**src/rtl/lsu_axi_master_if.sv**
```systemverilog
// AXI4 single-master bus bundle used by the load/store unit.
// Handshake rule on every channel: a transfer happens on a rising edge where valid and ready are both high.
// The source holds valid and the payload stable until that edge, and ready may depend on valid.
interface lsu_axi_master_if #(
  parameter int DATA_W = 32,
  parameter int ADDR_W = 32,
  parameter int ID_W   = 4
);
  logic                  awvalid;
  logic                  awready;
  logic [ADDR_W-1:0]     awaddr;
  logic [ID_W-1:0]       awid;
  logic [7:0]            awlen;
  logic [2:0]            awsize;
  logic [1:0]            awburst;

  logic                  wvalid;
  logic                  wready;
  logic [DATA_W-1:0]     wdata;
  logic [DATA_W/8-1:0]   wstrb;
  logic                  wlast;

  logic                  bvalid;
  logic                  bready;
  logic [1:0]            bresp;
  logic [ID_W-1:0]       bid;

  logic                  arvalid;
  logic                  arready;
  logic [ADDR_W-1:0]     araddr;
  logic [ID_W-1:0]       arid;
  logic [7:0]            arlen;
  logic [2:0]            arsize;
  logic [1:0]            arburst;

  logic                  rvalid;
  logic                  rready;
  logic [DATA_W-1:0]     rdata;
  logic [1:0]            rresp;
  logic [ID_W-1:0]       rid;
  logic                  rlast;

  modport master (
    output awvalid, awaddr, awid, awlen, awsize, awburst,
    input  awready,
    output wvalid, wdata, wstrb, wlast,
    input  wready,
    input  bvalid, bresp, bid,
    output bready,
    output arvalid, araddr, arid, arlen, arsize, arburst,
    input  arready,
    input  rvalid, rdata, rresp, rid, rlast,
    output rready
  );

  modport slave (
    input  awvalid, awaddr, awid, awlen, awsize, awburst,
    output awready,
    input  wvalid, wdata, wstrb, wlast,
    output wready,
    output bvalid, bresp, bid,
    input  bready,
    input  arvalid, araddr, arid, arlen, arsize, arburst,
    output arready,
    output rvalid, rdata, rresp, rid, rlast,
    input  rready
  );
endinterface

```
**src/rtl/lsu_axi_master.sv**
```systemverilog
// Load/store unit: turns one EXU memory request into a single-beat AXI4 transaction,
// steering bytes into lanes and reporting alignment, bus-response and ID errors.
module lsu_axi_master #(
  parameter int DATA_W = 32,
  parameter int ADDR_W = 32,
  parameter int ID_W   = 4
) (
  input  logic              clock,
  input  logic              reset,
  input  logic              req_valid,
  output logic              req_ready,
  input  logic [ADDR_W-1:0] req_addr,
  input  logic [DATA_W-1:0] req_wdata,
  input  logic              req_wen,
  input  logic [1:0]        req_size,
  input  logic              req_unsigned,
  output logic              resp_valid,
  output logic [DATA_W-1:0] resp_rdata,
  output logic [1:0]        resp_err,
  output logic [2:0]        dbg_state,
  lsu_axi_master_if.master  io_master
);
  localparam int STRB_W = DATA_W / 8;
  localparam int LSB    = $clog2(STRB_W);
  localparam logic [1:0] MAX_SIZE = 2'(LSB);

  typedef enum logic [2:0] {S_IDLE, S_WR, S_WB, S_RA, S_RD, S_ERR} state_e;

  state_e              state, state_nx;
  logic [ADDR_W-1:0]   addr_q;
  logic [DATA_W-1:0]   wdata_q;
  logic [STRB_W-1:0]   strb_q, strb_nx;
  logic [1:0]          size_q;
  logic                uns_q;
  logic [LSB-1:0]      lane_q, lane, align_mask;
  logic [ID_W-1:0]     cur_id;
  logic                aw_done, w_done;
  logic                accept, legal;
  logic                resp_fire;
  logic [1:0]          resp_err_nx;
  logic [DATA_W-1:0]   resp_rdata_nx;
  logic [DATA_W-1:0]   rshift, keep, load_ext;
  logic                sign;
  logic                unused_rlast;

  assign unused_rlast = io_master.rlast;
  assign dbg_state    = state;

  assign lane       = req_addr[LSB-1:0];
  assign align_mask = LSB'((32'd1 << req_size) - 32'd1);
  assign legal      = (req_size <= MAX_SIZE) && ((lane & align_mask) == '0);
  assign accept     = req_valid && req_ready;

  // Byte-enable window: 2^size lanes starting at the address lane.
  always_comb begin
    strb_nx = '0;
    for (int i = 0; i < STRB_W; i++)
      strb_nx[i] = (i >= int'(lane)) && (i < int'(lane) + (1 << req_size));
  end

  assign io_master.awaddr  = addr_q;
  assign io_master.awid    = cur_id;
  assign io_master.awlen   = 8'd0;
  assign io_master.awsize  = {1'b0, size_q};
  assign io_master.awburst = 2'b01;
  assign io_master.wdata   = wdata_q;
  assign io_master.wstrb   = strb_q;
  assign io_master.wlast   = 1'b1;
  assign io_master.araddr  = addr_q;
  assign io_master.arid    = cur_id;
  assign io_master.arlen   = 8'd0;
  assign io_master.arsize  = {1'b0, size_q};
  assign io_master.arburst = 2'b01;

  always_comb begin
    state_nx          = state;
    io_master.awvalid = 1'b0;
    io_master.wvalid  = 1'b0;
    io_master.bready  = 1'b0;
    io_master.arvalid = 1'b0;
    io_master.rready  = 1'b0;
    case (state)
      S_IDLE: if (accept) state_nx = !legal ? S_ERR : (req_wen ? S_WR : S_RA);
      S_WR: begin
        // AW and W complete independently; leave once both have handshaken.
        io_master.awvalid = !aw_done;
        io_master.wvalid  = !w_done;
        if ((aw_done || io_master.awready) && (w_done || io_master.wready))
          state_nx = S_WB;
      end
      S_WB: begin
        io_master.bready = 1'b1;
        if (io_master.bvalid) state_nx = S_IDLE;
      end
      S_RA: begin
        io_master.arvalid = 1'b1;
        if (io_master.arready) state_nx = S_RD;
      end
      S_RD: begin
        io_master.rready = 1'b1;
        if (io_master.rvalid) state_nx = S_IDLE;
      end
      S_ERR:   state_nx = S_IDLE;
      default: state_nx = S_IDLE;
    endcase
  end

  // Bring the addressed bytes down to bit 0, then extend from the top byte of the access.
  always_comb begin
    rshift = io_master.rdata >> {lane_q, 3'b000};
    keep   = '0;
    sign   = 1'b0;
    for (int i = 0; i < STRB_W; i++) begin
      if (i < (1 << size_q)) keep[8*i +: 8] = 8'hFF;
      if (i == (1 << size_q) - 1) sign = rshift[8*i+7];
    end
    load_ext = rshift & keep;
    if (!uns_q && sign) load_ext = load_ext | ~keep;
  end

  function automatic logic [1:0] bus_err(input logic [ID_W-1:0] id, input logic [ID_W-1:0] exp_id,
                                         input logic [1:0] resp);
    if (id != exp_id)      return 2'b11;
    else if (resp != 2'b00) return 2'b10;
    else                    return 2'b00;
  endfunction

  always_comb begin
    resp_fire     = 1'b0;
    resp_err_nx   = 2'b00;
    resp_rdata_nx = '0;
    case (state)
      S_WB: if (io_master.bvalid) begin
        resp_fire   = 1'b1;
        resp_err_nx = bus_err(io_master.bid, cur_id, io_master.bresp);
      end
      S_RD: if (io_master.rvalid) begin
        resp_fire   = 1'b1;
        resp_err_nx = bus_err(io_master.rid, cur_id, io_master.rresp);
        if (resp_err_nx == 2'b00) resp_rdata_nx = load_ext;
      end
      S_ERR: begin
        resp_fire   = 1'b1;
        resp_err_nx = 2'b01;
      end
      default: ;
    endcase
  end

  always_ff @(posedge clock or negedge reset) begin
    if (!reset) begin
      state      <= S_IDLE;
      req_ready  <= 1'b0;
      resp_valid <= 1'b0;
      resp_err   <= 2'b00;
      resp_rdata <= '0;
      cur_id     <= '0;
      addr_q     <= '0;
      wdata_q    <= '0;
      strb_q     <= '0;
      size_q     <= 2'b00;
      uns_q      <= 1'b0;
      lane_q     <= '0;
      aw_done    <= 1'b0;
      w_done     <= 1'b0;
    end else begin
      state      <= state_nx;
      // Ready is withheld during the response pulse so completions never overlap new requests.
      req_ready  <= (state_nx == S_IDLE) && !resp_fire;
      resp_valid <= resp_fire;
      resp_err   <= resp_err_nx;
      resp_rdata <= resp_rdata_nx;
      if (accept) begin
        addr_q  <= req_addr;
        wdata_q <= req_wdata << {lane, 3'b000};
        strb_q  <= strb_nx;
        size_q  <= req_size;
        uns_q   <= req_unsigned;
        lane_q  <= lane;
        aw_done <= 1'b0;
        w_done  <= 1'b0;
        if (legal) cur_id <= cur_id + 1'b1;
      end
      if (state == S_WR) begin
        if (io_master.awready) aw_done <= 1'b1;
        if (io_master.wready)  w_done  <= 1'b1;
      end
    end
  end
endmodule

```
**src/flat_wrapper.sv**
```systemverilog
// flat-port wrapper written by rule: the top's interface ports become plain ports
module lsu_axi_master_flat 
#(
  parameter int DATA_W = 32,
  parameter int ADDR_W = 32,
  parameter int ID_W   = 4
)
  (clock, reset, req_valid, req_ready, req_addr, req_wdata, req_wen, req_size, req_unsigned, resp_valid, resp_rdata, resp_err, dbg_state, io_master_awvalid, io_master_awaddr, io_master_awid, io_master_awlen, io_master_awsize, io_master_awburst, io_master_awready, io_master_wvalid, io_master_wdata, io_master_wstrb, io_master_wlast, io_master_wready, io_master_bvalid, io_master_bresp, io_master_bid, io_master_bready, io_master_arvalid, io_master_araddr, io_master_arid, io_master_arlen, io_master_arsize, io_master_arburst, io_master_arready, io_master_rvalid, io_master_rdata, io_master_rresp, io_master_rid, io_master_rlast, io_master_rready);
  lsu_axi_master_if #(.DATA_W(DATA_W), .ADDR_W(ADDR_W), .ID_W(ID_W)) io_master_i ();
  input  logic clock;
  input  logic reset;
  input  logic req_valid;
  output logic req_ready;
  input  logic [ADDR_W-1:0] req_addr;
  input  logic [DATA_W-1:0] req_wdata;
  input  logic req_wen;
  input  logic [1:0] req_size;
  input  logic req_unsigned;
  output logic resp_valid;
  output logic [DATA_W-1:0] resp_rdata;
  output logic [1:0] resp_err;
  output logic [2:0] dbg_state;
  output wire logic [$bits(io_master_i.awvalid)-1:0] io_master_awvalid;
  output wire logic [$bits(io_master_i.awaddr)-1:0] io_master_awaddr;
  output wire logic [$bits(io_master_i.awid)-1:0] io_master_awid;
  output wire logic [$bits(io_master_i.awlen)-1:0] io_master_awlen;
  output wire logic [$bits(io_master_i.awsize)-1:0] io_master_awsize;
  output wire logic [$bits(io_master_i.awburst)-1:0] io_master_awburst;
  input wire logic [$bits(io_master_i.awready)-1:0] io_master_awready;
  output wire logic [$bits(io_master_i.wvalid)-1:0] io_master_wvalid;
  output wire logic [$bits(io_master_i.wdata)-1:0] io_master_wdata;
  output wire logic [$bits(io_master_i.wstrb)-1:0] io_master_wstrb;
  output wire logic [$bits(io_master_i.wlast)-1:0] io_master_wlast;
  input wire logic [$bits(io_master_i.wready)-1:0] io_master_wready;
  input wire logic [$bits(io_master_i.bvalid)-1:0] io_master_bvalid;
  input wire logic [$bits(io_master_i.bresp)-1:0] io_master_bresp;
  input wire logic [$bits(io_master_i.bid)-1:0] io_master_bid;
  output wire logic [$bits(io_master_i.bready)-1:0] io_master_bready;
  output wire logic [$bits(io_master_i.arvalid)-1:0] io_master_arvalid;
  output wire logic [$bits(io_master_i.araddr)-1:0] io_master_araddr;
  output wire logic [$bits(io_master_i.arid)-1:0] io_master_arid;
  output wire logic [$bits(io_master_i.arlen)-1:0] io_master_arlen;
  output wire logic [$bits(io_master_i.arsize)-1:0] io_master_arsize;
  output wire logic [$bits(io_master_i.arburst)-1:0] io_master_arburst;
  input wire logic [$bits(io_master_i.arready)-1:0] io_master_arready;
  input wire logic [$bits(io_master_i.rvalid)-1:0] io_master_rvalid;
  input wire logic [$bits(io_master_i.rdata)-1:0] io_master_rdata;
  input wire logic [$bits(io_master_i.rresp)-1:0] io_master_rresp;
  input wire logic [$bits(io_master_i.rid)-1:0] io_master_rid;
  input wire logic [$bits(io_master_i.rlast)-1:0] io_master_rlast;
  output wire logic [$bits(io_master_i.rready)-1:0] io_master_rready;
  assign io_master_awvalid = io_master_i.awvalid;
  assign io_master_awaddr = io_master_i.awaddr;
  assign io_master_awid = io_master_i.awid;
  assign io_master_awlen = io_master_i.awlen;
  assign io_master_awsize = io_master_i.awsize;
  assign io_master_awburst = io_master_i.awburst;
  assign io_master_i.awready = io_master_awready;
  assign io_master_wvalid = io_master_i.wvalid;
  assign io_master_wdata = io_master_i.wdata;
  assign io_master_wstrb = io_master_i.wstrb;
  assign io_master_wlast = io_master_i.wlast;
  assign io_master_i.wready = io_master_wready;
  assign io_master_i.bvalid = io_master_bvalid;
  assign io_master_i.bresp = io_master_bresp;
  assign io_master_i.bid = io_master_bid;
  assign io_master_bready = io_master_i.bready;
  assign io_master_arvalid = io_master_i.arvalid;
  assign io_master_araddr = io_master_i.araddr;
  assign io_master_arid = io_master_i.arid;
  assign io_master_arlen = io_master_i.arlen;
  assign io_master_arsize = io_master_i.arsize;
  assign io_master_arburst = io_master_i.arburst;
  assign io_master_i.arready = io_master_arready;
  assign io_master_i.rvalid = io_master_rvalid;
  assign io_master_i.rdata = io_master_rdata;
  assign io_master_i.rresp = io_master_rresp;
  assign io_master_i.rid = io_master_rid;
  assign io_master_i.rlast = io_master_rlast;
  assign io_master_rready = io_master_i.rready;
  lsu_axi_master #(.DATA_W(DATA_W), .ADDR_W(ADDR_W), .ID_W(ID_W)) u_core (.clock(clock), .reset(reset), .req_valid(req_valid), .req_ready(req_ready), .req_addr(req_addr), .req_wdata(req_wdata), .req_wen(req_wen), .req_size(req_size), .req_unsigned(req_unsigned), .resp_valid(resp_valid), .resp_rdata(resp_rdata), .resp_err(resp_err), .dbg_state(dbg_state), .io_master(io_master_i));
endmodule
```
**config.mk**
```make
export PLATFORM = sky130hd
export DESIGN_NAME = lsu_axi_master_flat
export DESIGN_NICKNAME = d
export VERILOG_FILES = /design/src/rtl/lsu_axi_master_if.sv /design/src/rtl/lsu_axi_master.sv /design/src/flat_wrapper.sv
export SDC_FILE = /design/constraint.sdc
export NUM_CORES = 1
export LEC_CHECK = 0
export ABC_AREA = 1
export BUFFER_PORTS_ARGS = -buffer_cell sky130_fd_sc_hd__buf_2
export CORE_ASPECT_RATIO = 1.1
export CORE_MARGIN = 2
export CORE_UTILIZATION = 45
export DETAILED_ROUTE_END_ITERATION = 10
export GPL_ROUTABILITY_DRIVEN = 0
export HOLD_SLACK_MARGIN = 0.15
export MAX_ROUTING_LAYER = met4
export PLACE_DENSITY = 0.79
export SYNTH_ARGS = -nofsm -noshare
export SYNTH_HDL_FRONTEND = slang
export SYNTH_SLANG_ARGS = --single-unit
export TNS_END_PERCENT = 5
```
**constraint.sdc**
```tcl
create_clock -name clock -period 1.9 [get_ports clock]
set_input_delay 0.285 -clock clock [delete_from_list [all_inputs] [get_ports clock]]
set_output_delay 0.285 -clock clock [all_outputs]
set_load 0.03 [all_outputs]
```
### After elaboration in Yosys (flattened, before gate mapping)

Cells that the tools add are included.

* add/sub/neg operators: 4
* order comparisons: 12
* eq/ne operators: 10
* shift-type cells: 4
* muxes and demuxes: 43
* bitwise gates (word level): 4
* reductions and logical operators: 22

Operators by type and width (count)
* less-than comparator 3 x 32 -> 1 bit, first input constant: 4
* two-way mux 32 bit: 4
* == test 3 x 32 -> 1 bit, first input constant: 2
* less-than comparator 1 x 32 -> 1 bit, first input constant: 2
* less-than comparator 2 x 32 -> 1 bit, first input constant: 2
* << shifter 1 x 2 -> 32 bit, first input constant: 2
* adder 3 x 32 -> 32 bit: 1
* bitwise AND 32 bit: 1
* == test 2 x 32 -> 1 bit, first input constant: 1
* zero test 32 bit: 1
* two-way mux 8 bit: 4
* NOT 32 bit: 1
* bitwise OR 32 bit: 1
* << shifter 32 x 5 -> 32 bit: 1
* >> shifter 32 x 5 -> 32 bit: 1
* subtractor 32 x 2 -> 32 bit, second input constant: 1
* two-way mux 2 bit: 9
* two-way mux 3 bit: 6
* two-way mux 1 bit: 17
* one-hot mux 3 bit (5 select lines): 1
* logical AND 1 bit: 8
* != test 4 bit: 2
* == test 3 x 2 -> 1 bit, second input constant: 2
* == test 3 bit, second input constant: 2
* other kinds (15): 23

* bits in registers: 118
* input bits: 121
* output and inout bits: 179

### Depth between registers and ports, before layout

* depth in word-level cells: 12
* gate-level depth with buffers: 12
* depth with buffers taken out: 9

### Worst setup path after synthesis

OpenSTA, ideal clock, no wires.

* path type: flip-flop to flip-flop
* from: register u_core.lane_q[0]
* to: register u_core.resp_rdata[23]
* library setup time: 124 ps
* arrival: 1502 ps
* required time: 1776 ps
* path slack: 275 ps
* cell stages (with the launch flop): 13
* clock period less this slack: 1625 ps
* cells stage by stage: dfrtp_1 -> buf_6 -> inv_4 -> buf_8 -> nand2_2 -> nand3_2 -> nand2_2 -> nand2_1 -> nand3_2 -> nand2_2 -> nand2_4 -> buf_12 -> nor2_4

* longest elaborated chain between the ends: 10
* elaborated cells between the ends (all ways): 12
* those cells by class: 1 x shift; 8 x mux; 2 x bitwise; 1 x reduce/logical

RTL lines
* start: declaration: RTL line lsu_axi_master.sv:35 `logic [LSB-1:0] lane_q, lane, align_mask;`
* start signal: assignment: RTL line lsu_axi_master.sv:179 `lane_q <= lane;`
* >> shifter 32 x 5 -> 32 bit (*): RTL line lsu_axi_master.sv:110 `rshift = io_master.rdata >> {lane_q, 3'b000};`
* two-way mux 1 bit (4 in series): RTL line lsu_axi_master.sv:115 `if (i == (1 << size_q) - 1) sign = rshift[8*i+7];`
* logical AND 1 bit: RTL line lsu_axi_master.sv:118 `if (!uns_q && sign) load_ext = load_ext | ~keep;`
* two-way mux 32 bit (*): RTL line lsu_axi_master.sv:118
* two-way mux 32 bit (*): RTL line lsu_axi_master.sv:140 `if (resp_err_nx == 2'b00) resp_rdata_nx = load_ext;`
* two-way mux 32 bit (*): RTL line lsu_axi_master.sv:137 `S_RD: if (io_master.rvalid) begin`
* two-way mux 32 bit (*): RTL line lsu_axi_master.sv:132 `case (state)`
* via u_core.resp_rdata_nx[23]: RTL line lsu_axi_master.sv:41 `logic [DATA_W-1:0] resp_rdata_nx;`
* end signal: assignment: RTL line lsu_axi_master.sv:172 `resp_rdata <= resp_rdata_nx;`
* end: declaration: RTL line lsu_axi_master.sv:18 `output logic [DATA_W-1:0] resp_rdata,`

Mark *: on every way through the listed nets, which the timed path passes. The rest lies on a longest branch.
A chain may end at the register's enable or synchronous reset.

### Worst setup path after layout

* from: register u_core.state[2], in the netlist u_core.dbg_state[2]
* to: output io_master_awvalid

* longest elaborated chain between the ends: 2

RTL lines
* start: declaration: RTL line lsu_axi_master.sv:29 `state_e state, state_nx;`
* start signal: assignment: RTL line lsu_axi_master.sv:167 `state <= state_nx;`
* == test 3 x 1 -> 1 bit: RTL line lsu_axi_master.sv:82 `case (state)`
* two-way mux 1 bit: RTL line lsu_axi_master.sv:82
* end: declaration: RTL line flat_wrapper.sv:23 `output wire logic [$bits(io_master_i.awvalid)-1:0] io_master_awvalid;`

Every way passes these cells.

==> impl_metrics.toml <==
[layout]
syn2layout_area_growth_pct = 36.16
finalNetCount = 1111
multi_input_area_sq_mm = 0.002366
fillers = 1076
diodes = 0
mostFrequentLayoutCells = "buf_2, nand2_1, dfrtp_1"
post-route-util_pct = 62.46
register_area_sq_mm = 0.002903
final_cells = 1158
drive_gt1_share_pct = 36.41
final_common_cell = "buf_2"

[clock_network]
hold_buffers = 38
cts.sinks = 116
clock_tree.buffer_depth = 2
cts_resized = 0
clk_latency_ns = 0.40
numCtsBuffers = 17
root_buffer = "clkbuf_16"
post-cts-setup-buffer-count = 0
cts.clk_slew.worst_paths_ns = 0.05
cts_tree = "done"
ctsHtreeMaxLevel = 4

[hold_path]
whs_path_depth = 3
whs_endpoint = "u_core.resp_err[1]"
min_path_type = "in2reg"
hold_start = "io_master_bresp[1]"

[sta]
finClkSkew_ns = 0.007610
finalSetupViolCount = 0
grt_setup_unrepaired = "no"
slew_headroom_pct = 64.28
hold_viol_final = 0
fin_tns_setup_ns = 0
worstMarginPinSlew_ns = 0.5358
fmax_ghz = 0.5817
period_share_pct = 90.48
slew_viol_final = 0
finalCriticalPeriod_ns = 1.719

[route]
drc_errors = 0
drt-total-wl_mm = 17.12
detail-route-antenna-nets = 0
post_drt_wl_per_cell_um = 14.79
dr.pass1.iters = 5
via_per_inst = 5.005
via_count = 5796
drtIter0Drc = 288

[logic_synthesis]
synth_top_area_share_pct = 48.29
synth-seq-cells = 116
synth_area_leaders = "dfrtp_1, nand2_1, buf_4"
avgSynthCellArea_sq_um = 8.538
yosysSeqAreaShare_pct = 48.29
netlist-cell-type-count = 36
ys_warn_count = 0
yosysTopAreaCell = "dfrtp_1"
postSynthCellCount = 704
netlist_area_sq_mm = 0.006011

[placement]
dp.final_hpwl_mm = 12.08
place_inst = 1089
io_buffers = 275

[worst_setup_path]
slowest_stage = "dfrtp_1"
worstReg2RegStart = "u_core.size_q[1]"
reg2reg_slack_ns = 0.22
r2r_end = "u_core.resp_rdata[17]"
start_kind = "flop"
critPathArrivalTime_ns = 1.43
path_cells = "inv_1 -> nand3_1 -> nor2_1 -> buf_2"
ff2ff_path_depth = 4
crit_fanout = 5
cp-end-kind = "output port"
slowest_delay_ns = 0.42
crit_required_ns = 1.62
crit_type = "reg2out"

[flow_run]
cap_violations = 0

[pwr]
p_per_area_mw_per_mm2 = 1704
vdd_ir_drop_max_v = 0.0009063
p_leak_nw = 4.657

[global_route]
grt_pass1_wl_mm = 27.16
track_usage_pct = 24.68
grt_max_degree = 59
antenna_found_initial = 0
grt_remaining_overflow = 0
grt_pass1_vias = 5563

[floorplan]
die_y_um = 125.2
ios = 300
chipWidth_um = 114.2
fp.coreArea_sq_mm = 0.01310
die_area_sq_mm = 0.01430
num_rows = 44
start_util_pct = 45.87

[outcome]
status = "finished, final reports clean"
## metrics by stage
step	power [mW]	worst slack [ns]	hold slack, ns	instance area (sq um)
floorplan	9.271	0.2746	-0.01059	6090
global placement	10.68	0.1875	0.2373	7226
detailed placement	10.80	0.1008	0.2372	7226
CTS	14.01	0.1612	0.1516	8184
global route	14.79	0.03508	0.1553	8184
finish	13.95	0.1810	0.1628	8184
## worst max-delay path: cells and delay by family (launching register included)
| family | cells | cell delay [ns] |
|---|---|---|
| flops | 1 | 0.42 |
| buf+inv | 2 | 0.32 |
| simple gates | 2 | 0.29 |
## worst max path at each step
stage / start / end / slack (ns) / cells past startpoint
after floorplan: u_core.lane_q[0] / u_core.resp_rdata[23] / 0.27 / 12
after detailed placement: req_size[1] / u_core.io_master.wstrb[2] / 0.10 / 8
after global placement: req_size[1] / u_core.io_master.arid[1] / 0.19 / 7
after global routing: u_core.dbg_state[2] / io_master_wvalid / 0.04 / 4
after CTS: u_core.dbg_state[2] / io_master_awvalid / 0.16 / 4
final: u_core.dbg_state[2] / io_master_awvalid / 0.18 / 4
## cells by family after synthesis
family / Yosys count / share of synthesized area (%)
AO/OA/AOI/OAI: 117 / 12.16
multiplexers: 6 / 1.020
flip-flops: 116 / 48.29
other: 2 / 0.1249
buffers and inverters: 144 / 13.70
AND/OR/NAND/NOR: 303 / 21.94
XOR/XNOR: 11 / 1.603
adder cells (fa/ha/maj): 5 / 1.166
## synthesized netlist by cell type, drive strengths merged
master	count
nand2	182
ha	4
a31oi	11
xor2	6
xnor2	5
nor3	4
mux2	1
conb	2
a41oi	1
mux2i	5
nand4	1
nand3	27
a32o	5
o21ai	44
nor2	89
o221a	7
o22ai	5
clkinv	1
dfrtp	116
a21oi	30
clkbuf	16
fa	1
inv	50
a22o	14
buf	77
## layer usage
layer	global-route usage [%]	wire length, um
met4	11.55	548
met5	-	0
met2	41.14	8602
met1	28.67	6824
met3	4.605	1147
## final cells by class
| cell class | count | area share [%] |
|---|---|---|
| Multi-Input combinational cell | 465 | 28.91 |
| Inverter | 51 | 2.370 |
| Sequential cell | 116 | 35.47 |
| Clock inverter | 9 | 1.269 |
| Tap cell | 161 | 2.461 |
| Timing Repair Buffer | 334 | 23.73 |
| Clock buffer | 22 | 5.794 |
## where the power goes
group          total (mW)  switching (mW)  internal (mW)
Combinational        6.87            4.82           2.04
Clock                3.09            1.07           2.02
Sequential           4.00           0.710           3.29
## flip-flops by register name, indices dropped and copies added, names as in the netlist
| name | flops |
|---|---|
| u_core.lane_q | 1 |
| u_core.w_done | 1 |
| u_core.io_master.wstrb | 4 |
| u_core.io_master.arid | 4 |
| u_core.dbg_state | 3 |
| u_core.aw_done | 1 |
| u_core.size_q | 2 |
| u_core.req_ready | 1 |
| u_core.resp_err | 2 |
| u_core.io_master.wdata | 32 |
| u_core.resp_valid | 1 |
| u_core.resp_rdata | 32 |
| u_core.io_master.araddr | 31 |
| u_core.uns_q | 1 |
No activity file was read; power rests on OpenSTA's default activity.
